==> src/rtl/ip_tx_arbiter.sv <==
// ip_tx_arbiter: round-robin sharing of one ip_packet_tx engine among NUM_REQ requesters,
// latching the winner's fields and reporting done/error back to it.
module ip_tx_arbiter #(
    parameter int NUM_REQ       = 2,
    parameter int START_TIMEOUT = 8,
    parameter int IDX_W         = $clog2(NUM_REQ)
) (
    input  logic                  ACLK,
    input  logic                  ARESET,
    input  logic [NUM_REQ-1:0]    REQ_VALID,
    input  logic [32*NUM_REQ-1:0] REQ_IP_ADDRESS,
    input  logic [48*NUM_REQ-1:0] REQ_MAC_ADDRESS,
    input  logic [10*NUM_REQ-1:0] REQ_MESSAGE,
    output logic [NUM_REQ-1:0]    REQ_DONE,
    output logic                  REQ_ERROR,
    output logic [IDX_W-1:0]      GRANT_IDX,
    output logic                  BUSY,
    output logic [31:0]           TX_RECIPIENT_IP_ADDRESS,
    output logic [47:0]           TX_RECIPIENT_MAC_ADDRESS,
    output logic [9:0]            TX_RECIPIENT_MESSAGE,
    output logic                  TX_START_IP_TXN,
    input  logic                  TX_READY_FOR_SEND,
    output logic [15:0]           SENT_COUNT
);
    localparam int TW = $clog2(START_TIMEOUT + 1);

    typedef enum logic [2:0] {IDLE, START, WAIT_BUSY, WAIT_IDLE, DONE} state_t;

    state_t           state;
    logic [IDX_W-1:0] ptr;
    logic [IDX_W-1:0] sel;
    logic [IDX_W-1:0] cand;
    logic [TW-1:0]    cnt;
    logic             err;

    // Descending scan so the candidate closest to ptr overwrites the others.
    always_comb begin
        sel  = ptr;
        cand = ptr;
        for (int k = NUM_REQ - 1; k >= 0; k--) begin
            cand = IDX_W'((32'(ptr) + 32'(k)) % NUM_REQ);
            if (REQ_VALID[cand]) sel = cand;
        end
    end

    always_ff @(posedge ACLK) begin
        if (!ARESET) begin
            state                    <= IDLE;
            ptr                      <= '0;
            cnt                      <= '0;
            err                      <= 1'b0;
            REQ_DONE                 <= '0;
            REQ_ERROR                <= 1'b0;
            GRANT_IDX                <= '0;
            BUSY                     <= 1'b0;
            TX_RECIPIENT_IP_ADDRESS  <= '0;
            TX_RECIPIENT_MAC_ADDRESS <= '0;
            TX_RECIPIENT_MESSAGE     <= '0;
            TX_START_IP_TXN          <= 1'b0;
            SENT_COUNT               <= '0;
        end else begin
            TX_START_IP_TXN <= 1'b0;
            REQ_DONE        <= '0;
            REQ_ERROR       <= 1'b0;
            case (state)
                IDLE: if (|REQ_VALID && TX_READY_FOR_SEND) begin
                    GRANT_IDX                <= sel;
                    TX_RECIPIENT_IP_ADDRESS  <= REQ_IP_ADDRESS[32*sel +: 32];
                    TX_RECIPIENT_MAC_ADDRESS <= REQ_MAC_ADDRESS[48*sel +: 48];
                    TX_RECIPIENT_MESSAGE     <= REQ_MESSAGE[10*sel +: 10];
                    TX_START_IP_TXN          <= 1'b1;
                    BUSY                     <= 1'b1;
                    state                    <= START;
                end
                START: begin
                    cnt   <= '0;
                    err   <= 1'b0;
                    state <= WAIT_BUSY;
                end
                WAIT_BUSY: begin
                    if (!TX_READY_FOR_SEND) begin
                        state <= WAIT_IDLE;
                    end else if (cnt == TW'(START_TIMEOUT - 1)) begin
                        err       <= 1'b1;
                        REQ_DONE  <= NUM_REQ'(1) << GRANT_IDX;
                        REQ_ERROR <= 1'b1;
                        state     <= DONE;
                    end else begin
                        cnt <= cnt + TW'(1);
                    end
                end
                WAIT_IDLE: if (TX_READY_FOR_SEND) begin
                    REQ_DONE <= NUM_REQ'(1) << GRANT_IDX;
                    state    <= DONE;
                end
                DONE: begin
                    ptr        <= (GRANT_IDX == IDX_W'(NUM_REQ - 1)) ? '0 : GRANT_IDX + IDX_W'(1);
                    SENT_COUNT <= err ? SENT_COUNT : SENT_COUNT + 16'd1;
                    BUSY       <= 1'b0;
                    state      <= IDLE;
                end
                default: state <= IDLE;
            endcase
        end
    end
endmodule

==> config.mk <==
export PLATFORM = sky130hd
export DESIGN_NAME = ip_tx_arbiter
export DESIGN_NICKNAME = d
export VERILOG_FILES = /design/src/rtl/ip_tx_arbiter.sv
export SDC_FILE = /design/constraint.sdc
export NUM_CORES = 1
export LEC_CHECK = 0
export ABC_AREA = 0
export CORE_MARGIN = 5
export CORE_UTILIZATION = 41
export DETAILED_ROUTE_END_ITERATION = 8
export PLACE_DENSITY = 0.95
export SLEW_MARGIN = 20
export SYNTH_ARGS = -nofsm -noshare
export SYNTH_HDL_FRONTEND = slang
export SYNTH_SLANG_ARGS = --single-unit
==> constraint.sdc <==
create_clock -name ACLK -period 3.6 [get_ports ACLK]
set_input_delay 0.72 -clock ACLK [delete_from_list [all_inputs] [get_ports ACLK]]
set_output_delay 0.72 -clock ACLK [all_outputs]
set_load 0.02 [all_outputs]
### Yosys cells after proc, flatten, opt, wreduce, memory -nomap -nowiden

Index checks and enable logic that the tools add are counted.

| storage, ports and cells | value |
|---|---|
| output and inout bits | 112 |
| bits in registers | 121 |

| operators by class | value |
|---|---|
| shift-type cells | 4 |
| mux-type cells | 26 |
| magnitude comparators | 2 |
| reduce and logical (&&, ||, !) cells | 13 |
| multipliers | 2 |
| $add $sub $neg | 4 |
| equality and inequality tests | 11 |
| bitwise gates (word level) | 1 |

Operators with widths:

| cell | number |
|---|---|
| indexed part select 96 x 8 -> 48 bit | 1 |
| indexed part select 64 x 7 -> 32 bit | 1 |
| indexed part select 20 x 6 -> 10 bit | 1 |
| adder 16 x 1 -> 16 bit (second input constant) | 1 |
| 2-to-1 mux 1 bit | 12 |
| 2-to-1 mux 3 bit | 4 |
| one-hot mux 3 bit (4 select lines) | 1 |
| AND reduction 3 bit | 4 |
| inequality test 2 bit (second input constant) | 5 |
| 2-to-1 mux 4 bit | 2 |
| one-hot mux 4 bit (2 select lines) | 1 |
| AND reduction 2 bit | 4 |
| equality test 3 x 2 -> 1 bit (second input constant) | 2 |
| 2-to-1 mux 2 bit | 3 |
| adder 4 x 1 -> 4 bit (second input constant) | 1 |
| equality test 4 x 3 -> 1 bit (second input constant) | 1 |
| less-than comparator 1 x 2 -> 1 bit (second input constant) | 2 |
| multiplier 3 x 1 -> 4 bit (first input constant) | 1 |
| one-hot mux 1 bit (2 select lines) | 2 |
| one-hot mux 2 bit (2 select lines) | 1 |
| nonzero test 2 bit | 2 |
| equality test 3 x 1 -> 1 bit (second input constant) | 1 |
| equality test 3 bit (second input constant) | 1 |
| zero test 3 bit | 1 |
| other kinds (7) | 8 |

### Logic depth before layout (Yosys ltp)

Gate-level depths: netlist of the first run.

| logic depth | value |
|---|---|
| word-level depth | 7 |
| gate-level depth with buffers | 6 |
| depth with buffers taken out | 5 |

### Least setup slack after synthesis of the first run

OpenSTA, ideal clock, no wires.

| timing path | value |
|---|---|
| kind | input to register |
| from | in REQ_VALID[0] |
| to | reg TX_RECIPIENT_MAC_ADDRESS[22] |
| library setup time | 136 ps |
| stages on the path | 5 |
| path slack | 1695 ps |
| required time | 3464 ps |
| data arrival time | 1769 ps |
| path through | o21ai_0 > nor4_1 > clkbuf_1 > buf_1 > a31oi_1 |

| between the ends | value |
|---|---|
| longest elaborated chain between the ends | 6 |
| elaborated cells on any way between the ends | 11 |
| classes of those cells | mul: 1; shift: 1; mux: 6; reduce/logical: 3 |

RTL lines:

| item | line | text |
|---|---|---|
| from (decl) | 10 | `input logic [NUM_REQ-1:0] REQ_VALID,` |
| 2-to-1 mux 1 bit (not written as such) (2 in series) | 42 | `if (REQ_VALID[cand]) sel = cand;` |
| 2-to-1 mux 1 bit (2 in series) | 42 |  |
| multiplier 2 x 1 -> 3 bit | 69 | `TX_RECIPIENT_MAC_ADDRESS <= REQ_MAC_ADDRESS[48*sel +: 48];` |
| indexed part select 96 x 8 -> 48 bit | 69 |  |
| to (signal assigned) | 69 |  |
| to (decl) | 19 | `output logic [47:0] TX_RECIPIENT_MAC_ADDRESS,` |

Several ways; a longest one is shown, not always the timed one. The select of a mux whose other input is x is not followed.
A chain may end at the register's enable or synchronous reset.

### Worst setup path after layout of the first run

| timing path | value |
|---|---|
| from | in TX_READY_FOR_SEND |
| to | reg TX_RECIPIENT_MAC_ADDRESS[36] |

| between the ends | value |
|---|---|
| longest elaborated chain between the ends | 2 |

RTL lines:

| item | line | text |
|---|---|---|
| from (decl) | 22 | `input logic TX_READY_FOR_SEND,` |
| logical AND 1 bit | 66 | `IDLE: if (\|REQ_VALID && TX_READY_FOR_SEND) begin` |
| AND reduction 2 bit (no line) | - |  |

No other way between the ends.

==> out/metrics.yaml, run 1 <==
dr.pass1.iters: 7
cts_tree: "done"
cts_hold_buffers: 0
regToRegEndpoint: "SENT_COUNT[15]$_SDFFE_PN0P_"
hold_start: "cnt[3]$_SDFFE_PN0P_"
die_w_um: 121
ys_seq_area_frac: 0.480
fin_cells: 1076
path_max_fanout: 104
status: "finished clean"
layout_min_cycle_time_ns: 2.43
cellPowerDensity_mw_per_mm2: 458
async_flop_share: 0
cts_buffers: 17
busiest_layer: "met2"
yosysUniqueCellTypes: 40
cts_sinks: 121
drv_slew: 0
crit_required_ns: 3.91
coreArea_sq_mm: 0.0120
synth.avg_cell_area_sq_um: 7.76
rsz0062_at_grt: "no"
wl_um: 18900
peakVddDrop_mv: 0.354
vias: 5771
worst-endpoint-arrival_ns: 2.74
setup_tns_ns: 0
hold_path_class: "register to register"
htree_levels: 4
dieArea_sq_mm: 0.0146
track_usage: 0.247
fin_nets: 1106
path_common_cell: "o21ai_0"
globalRouteOverflowTotal: 0
grt_max_degree: 105
p_total_mw: 3.95
grtUsageMet2: 0.413
syn-num-nets: 837
met1_usage: 0.263
start_util: 0.420
postRouteAntennaNets: 0
hold-worst-slack_ns: 0.486
setup_viol: 0
maxCapViolCount: 0
fin_skew_ns: 0.00739
yosys_warnings: 0
timing.final.crit_share: 0.675
hold_viol_final: 0
drive_gt1_frac: 0.0431
cts_buffer_depth: 2
gp_congestion: 0.853
diodes: 0
grtUsageMet3: 0.0881
r2r_cells: 4
post-cts-setup-buffers: 0
hpwl_um: 13300
root_buffer: "clkbuf_16"
synthFlopType: "dfxtp_1"
setup_ws_ns: 1.17
avgRoutedWirePerCell_um: 17.6
grt_pass1_wl_um: 28300
slew_headroom: 0.414
worst-setup-path-type: "input pin to register"
r2r_start: "state[2]$_SDFFE_PN0P_"
worstMarginPinSlew_ns: 0.878
grt_antenna_before_repair: 0
portBuffers: 296
start_kind: "input pin"
rows: 40
drt_iter0_drc: 452
cp_cell_sequence: "clkdlybuf4s50_1 -> o21ai_0 -> nor4_2 -> buf_12 -> o21ai_0 -> a31oi_1"
whs_path_depth: 1
syn_area_sq_mm: 0.00504
leakage_nw: 3.27
clk_latency_ns: 0.41
cts_resized: 0
hold_end: "cnt[3]$_SDFFE_PN0P_"
route.detailed.drc: 0
io_pins: 297
max_freq_mhz: 411
syn_inst: 650
die_h_um: 121
worst-r2r-setup-slack_ns: 1.52
cp-end-kind: "register"
slowest_delay_ns: 0.54
grt_pass1_vias: 5580
fin_area_sq_mm: 0.00863
layout_commonest_cell: "clkdlybuf4s50_1"
layout_common_cells: "clkdlybuf4s50_1, nand2_1, dfxtp_1"
place_ws_ns: 0.887
drt-vias-per-instance: 5.36
ys_ff_latch: 121
placed_area_sq_mm: 0.00809
place_inst: 1047
syn_to_final_growth_pct: 71.1
cts.clk_slew.worst_paths_ns: 0.05
postLayoutCoreUtil: 0.718
worst_path_max_delay_cell: "clkdlybuf4s50_1"
synth-edff-count: 0
==> area by class of cell <==
cell class	instances	area (sq um)
well taps	147	184
repair buffers	304	3060
clock inverters	3	40.0
flip-flops and latches	121	2420
fillers	897	3380
multi-input cells	471	2410
inverters	4	15.0
clock buffers	26	499
==> critical path, delay by kind of cell <==
kind	cells	cell delay (ns)
buffers and inverters	2	0.91
AND/OR/NAND/NOR	1	0.44
AO/OA/AOI/OAI	3	0.61
==> power breakdown <==
group / total, mW / internal [mW] / switching, mW / leakage, nW
registers: 1.51 / 1.45 / 0.0606 / 0.994
clock network: 1.56 / 1.01 / 0.555 / 0.266
logic: 0.872 / 0.446 / 0.426 / 2.01
total: 3.95 / 2.91 / 1.04 / 3.27
==> metal layers <==
| metal | share of wire | vias up |
|---|---|---|
| met5 | 0 | - |
| met4 | 0.054 | 0 |
| met3 | 0.097 | 60 |
| met2 | 0.49 | 304 |
| met1 | 0.36 | 2596 |
| li1 | - | 2811 |
==> worst max-delay path by stage <==
stage                            startpoint                                         to  slack, ns  cells after the start
after floorplan                REQ_VALID[0]  TX_RECIPIENT_MAC_ADDRESS[22]$_SDFFE_PN0P_       1.70                      5
after global placement         REQ_VALID[0]  TX_RECIPIENT_MAC_ADDRESS[45]$_SDFFE_PN0P_       0.99                      6
after detailed placement  TX_READY_FOR_SEND    TX_RECIPIENT_IP_ADDRESS[1]$_SDFFE_PN0P_       0.89                      6
after CTS                 TX_READY_FOR_SEND  TX_RECIPIENT_MAC_ADDRESS[36]$_SDFFE_PN0P_       1.25                      6
after global routing      TX_READY_FOR_SEND  TX_RECIPIENT_MAC_ADDRESS[36]$_SDFFE_PN0P_       1.10                      6
final                     TX_READY_FOR_SEND  TX_RECIPIENT_MAC_ADDRESS[36]$_SDFFE_PN0P_       1.17                      6
==> cell usage after synthesis (3+ instances only) <==
cell | n | area (sq um)
nand4_1 | 3 | 18.8
dfxtp_1 | 121 | 2420
o21ai_0 | 102 | 510
nand2_1 | 188 | 706
a21oi_1 | 12 | 60.1
mux2i_1 | 3 | 30.0
xor2_1 | 6 | 52.6
or3_1 | 7 | 43.8
inv_1 | 4 | 15.0
nand3_1 | 7 | 35.0
clkbuf_1 | 50 | 188
nor3_1 | 3 | 15.0
a31oi_1 | 90 | 563
and2_1 | 4 | 25.0
nor2_1 | 16 | 60.1
==> kinds of logic after synthesis <==
kind of cell / after synthesis / synth area share
AO/OA/AOI/OAI: 211 / 0.235
multiplexers: 3 / 0.00596
AND/OR/NAND/NOR: 247 / 0.213
XOR/XNOR: 8 / 0.0139
buffers and inverters: 58 / 0.0464
adder cells (fa/ha/maj): 2 / 0.00496
flip-flops: 121 / 0.480
==> flip-flops by register name, summed over array words and instances (netlist names), 2 cells and up <==
signal,count
REQ_DONE,2
cnt,4
TX_RECIPIENT_MESSAGE,10
state,3
TX_RECIPIENT_MAC_ADDRESS,48
SENT_COUNT,16
TX_RECIPIENT_IP_ADDRESS,32
Note: power is estimated with default switching activity, not from simulation.
==> inputs of run 2 (changes only) <==
CORE_UTILIZATION = 34   (was 41)
PLACE_DENSITY = 0.85   (was 0.95)
clock period = 2.15 ns   (was 3.6 ns; I/O delays follow)
==> out/metrics.yaml, run 2 (synthesized netlist as in run 1, its figures left out) <==
r2r_start: "state[2]$_SDFFE_PN0P_"
fin_nets: 1117
drt_iter0_drc: 308
grt_pass1_vias: 5592
drive_gt1_frac: 0.0595
crit_required_ns: 1.72
cp-end-kind: "primary output"
diodes: 0
coreArea_sq_mm: 0.0145
worst-endpoint-arrival_ns: 1.49
drv_slew: 0
globalRouteOverflowTotal: 0
cellPowerDensity_mw_per_mm2: 772
cp.buffers_inverters: 1
largest_reg_flops: 48
p_seq_frac: 0.370
hold-worst-slack_ns: 0.473
rows: 44
portBuffers: 296
fin_cells: 1125
fin_skew_ns: 0.00891
p_int_mw: 5.05
worst-setup-path-type: "register to primary output"
grt_pass1_wl_um: 28600
start_kind: "register"
cts_buffers: 17
path_max_fanout: 7
reg_top3: "TX_RECIPIENT_MAC_ADDRESS x48, TX_RECIPIENT_IP_ADDRESS x32, SENT_COUNT x16"
syn_to_final_growth_pct: 75.6
clk_latency_ns: 0.41
leakage_nw: 3.37
maxCapViolCount: 0
die_w_um: 132
peakVddDrop_mv: 0.493
setup_viol: 0
hold_start: "cnt[3]$_SDFFE_PN0P_"
postRouteAntennaNets: 0
root_buffer: "clkbuf_16"
dr.pass1.iters: 5
die_h_um: 132
drt-vias-per-instance: 5.06
cts_sinks: 121
layout_common_cells: "clkdlybuf4s50_1, nand2_1, dfxtp_1"
power.share.switching: 0.261
rsz0062_at_grt: "no"
track_usage: 0.201
cts_tree: "done"
timing.final.crit_share: 0.895
gp_congestion: 0.854
vias: 5698
start_util: 0.347
io_pins: 297
regMostFlops: "TX_RECIPIENT_MAC_ADDRESS"
avgRoutedWirePerCell_um: 16.1
slowest_delay_ns: 0.65
max_freq_mhz: 520
cts_buffer_depth: 2
cp_cell_sequence: "clkdlybuf4s50_1"
grt_max_degree: 56
cts.clk_slew.worst_paths_ns: 0.05
hold_viol_final: 0
grt_antenna_before_repair: 0
pwr-share-clk: 0.413
p_switching_mw: 1.79
status: "finished clean"
htree_levels: 4
power_frac_comb: 0.217
worst_path_max_delay_cell: "clkdlybuf4s50_1"
slew_headroom: 0.675
placed_area_sq_mm: 0.00827
startpoint: "SENT_COUNT[9]$_SDFFE_PN0P_"
worstMarginPinSlew_ns: 0.486
cts_hold_buffers: 0
layout_min_cycle_time_ns: 1.92
dieArea_sq_mm: 0.0174
layout_commonest_cell: "clkdlybuf4s50_1"
post-cts-setup-buffers: 0
hpwl_um: 13400
path_delay_family: "buffers and inverters"
place_inst: 1095
hold_path_class: "register to register"
wl_um: 18100
fin_area_sq_mm: 0.00886
route.detailed.drc: 0
cts_resized: 0
## run 2: cell types whose count changed in the layout (fill, tap and decap cells not counted), sizes merged
cell	before	now
clkinvlp	0	1
clkbuf	26	23
clkinv	2	4
buf	9	20
bufinv	1	2
## run 2: area by class of cell
cell class,count,area (sq um)
timing repair buffer,315,3190
tap,184,230
clock buffer,23,498
inverter,4,15.0
clock inverter,7,91.3
sequential,121,2420
multi-input combinational,471,2410
fill,1243,5680
## run 2: metrics by stage
step            util  power, mW  setup slack, ns  TNS [ns]
2_1_floorplan      -       3.19            0.422         0
5_1_grt        0.609       7.12            0.112         0
3_3_place_gp   0.569       4.04           0.0426         0
3_5_place_dp   0.569       4.06          -0.0284   -0.0631
6_report       0.609       6.84            0.226         0
4_1_cts        0.609       6.91            0.203         0
## run 2: final timing paths
path | depth (start not counted) | slack (ns) | endpoint
worst min register to register | 1 | 0.47 | cnt[3]$_SDFFE_PN0P_
worst min-delay path | 1 | 0.47 | cnt[3]$_SDFFE_PN0P_
worst max-delay path | 1 | 0.23 | SENT_COUNT[9]
worst max register to register | 4 | 0.25 | SENT_COUNT[15]$_SDFFE_PN0P_
## run 2: power groups by stage
stage	clock (mW)	sequential (mW)	combinational [mW]
after floorplan	0	2.78	0.412
after global placement	0	2.56	1.48
after detailed placement	0	2.57	1.49
after CTS	2.88	2.53	1.50
after global routing	2.98	2.55	1.60
final	2.82	2.53	1.49
## run 2: worst reg2reg max path: stages (launching register included)
cell and delay [ns]:
dfxtp_1 0.50, nor4b_4 0.49, nand4_2 0.30, or3_1 0.41, a21oi_1 0.14
## run 2: per-layer routing
| layer | vias to the layer above | part of all wire | global-route usage |
|---|---|---|---|
| met1 | 2573 | 0.38 | 0.223 |
| met2 | 252 | 0.50 | 0.345 |
| met3 | 31 | 0.097 | 0.0813 |
| li1 | 2842 | - | - |
| met4 | 0 | 0.023 | 0.0766 |
| met5 | - | 0 | 0 |
==> inputs of run 3 (changes only) <==
CORE_UTILIZATION = 41   (was 34)
PLACE_DENSITY = 0.95   (was 0.85)
clock period = 2.3 ns   (was 2.15 ns; I/O delays follow)
==> out/metrics.yaml, run 3 (synthesized netlist as in run 1, its figures left out) <==
status: "finished clean"
cts_buffer_depth: 2
largest_reg_flops: 48
worst_path_max_delay_cell: "clkdlybuf4s50_1"
dr.pass1.iters: 9
grt_pass1_wl_um: 28800
drv_slew: 0
cts_hold_buffers: 0
cellPowerDensity_mw_per_mm2: 702
setup_tns_ns: 0
grt_pass1_vias: 5799
die_h_um: 121
reg_top3: "TX_RECIPIENT_MAC_ADDRESS x48, TX_RECIPIENT_IP_ADDRESS x32, SENT_COUNT x16"
route.detailed.drc: 0
avgRoutedWirePerCell_um: 17.5
grt_max_degree: 103
path_delay_family: "buffers and inverters"
crit_required_ns: 1.84
timing.final.crit_share: 0.852
start_kind: "register"
syn_to_final_growth_pct: 73.0
maxCapViolCount: 0
cts.clk_slew.worst_paths_ns: 0.05
io_pins: 297
whs_path_depth: 3
worst-endpoint-arrival_ns: 1.50
worstSetupPathDepth: 1
coreArea_sq_mm: 0.0120
post-cts-setup-buffers: 0
p_total_mw: 6.12
cp_cell_sequence: "clkdlybuf4s50_1"
path_max_fanout: 6
fin_nets: 1114
cp-end-kind: "primary output"
hold-worst-slack_ns: 0.416
postRouteAntennaNets: 0
multi_input_area_sq_mm: 0.00241
setup_viol: 0
gp_congestion: 0.886
rows: 40
layout_min_cycle_time_ns: 1.96
worstMarginPinSlew_ns: 0.450
htree_levels: 4
diodes: 0
max_freq_mhz: 510
dieArea_sq_mm: 0.0146
slowest_delay_ns: 0.65
drive_gt1_frac: 0.0523
layout_common_cells: "clkdlybuf4s50_1, nand2_1, dfxtp_1"
worst-setup-path-type: "register to primary output"
rsz0062_at_grt: "no"
cp.buffers_inverters: 1
start_util: 0.420
drt-vias-per-instance: 5.40
globalRouteOverflowTotal: 0
portBuffers: 296
drt_iter0_drc: 491
clk_latency_ns: 0.41
r2r_cells: 4
hpwl_um: 13700
vias: 5850
track_usage: 0.250
root_buffer: "clkbuf_16"
layout_commonest_cell: "clkdlybuf4s50_1"
hold_viol_final: 0
cts_tree: "done"
fin_skew_ns: 0.00604
cts_buffers: 17
fillCellCount: 848
hold_path_class: "input pin to register"
leakage_nw: 3.32
slew_headroom: 0.700
seq_area_sq_mm: 0.00242
cts_sinks: 121
wl_um: 19000
peakVddDrop_mv: 0.430
die_w_um: 121
grt_antenna_before_repair: 0
cts_resized: 0
regMostFlops: "TX_RECIPIENT_MAC_ADDRESS"
## run 3: report_power, final
group          internal, mW  switching, mW
sequential             2.27         0.0945
clock                  1.49          0.866
combinational         0.722          0.675
total                  4.49           1.64
## run 3: tightest hold or removal path, stage by stage
cell and delay [ns]:
buf_2 0.16, o21ai_0 0.10, a31oi_1 0.05
## run 3: layer usage
layer	GRT usage	routed length, um	vias to the layer above
met1	0.258	6820	2709
met2	0.445	9660	265
met4	0.133	777	0
li1	-	-	2826
met3	0.0816	1720	50
met5	0	0	-
## run 3: final cells by class
cell class | count | share of cell area
clock buffer | 26 | 0.0584
clock inverter | 3 | 0.00172
inverter | 4 | 0.00172
multi-input combinational | 471 | 0.276
sequential | 121 | 0.278
tap | 147 | 0.0211
timing repair buffer | 312 | 0.363
## run 3: final timing paths
kind	from	to	slack (ns)
worst max-delay path	SENT_COUNT[3]$_SDFFE_PN0P_	SENT_COUNT[3]	0.34
worst min-delay path	ARESET	TX_RECIPIENT_IP_ADDRESS[23]$_SDFFE_PN0P_	0.42
worst max register to register	state[2]$_SDFFE_PN0P_	SENT_COUNT[15]$_SDFFE_PN0P_	0.57
worst min register to register	cnt[3]$_SDFFE_PN0P_	cnt[3]$_SDFFE_PN0P_	0.45
## run 3: through the flow
step,utilization,std cells,setup WS (ns),area (sq um)
floorplan,-,650,0.572,5040
global placement,0.683,1055,0.123,8200
detailed placement,0.683,1055,0.0187,8200
CTS,0.726,1084,0.325,8720
global route,0.726,1084,0.278,8720
finish,0.726,1084,0.341,8720
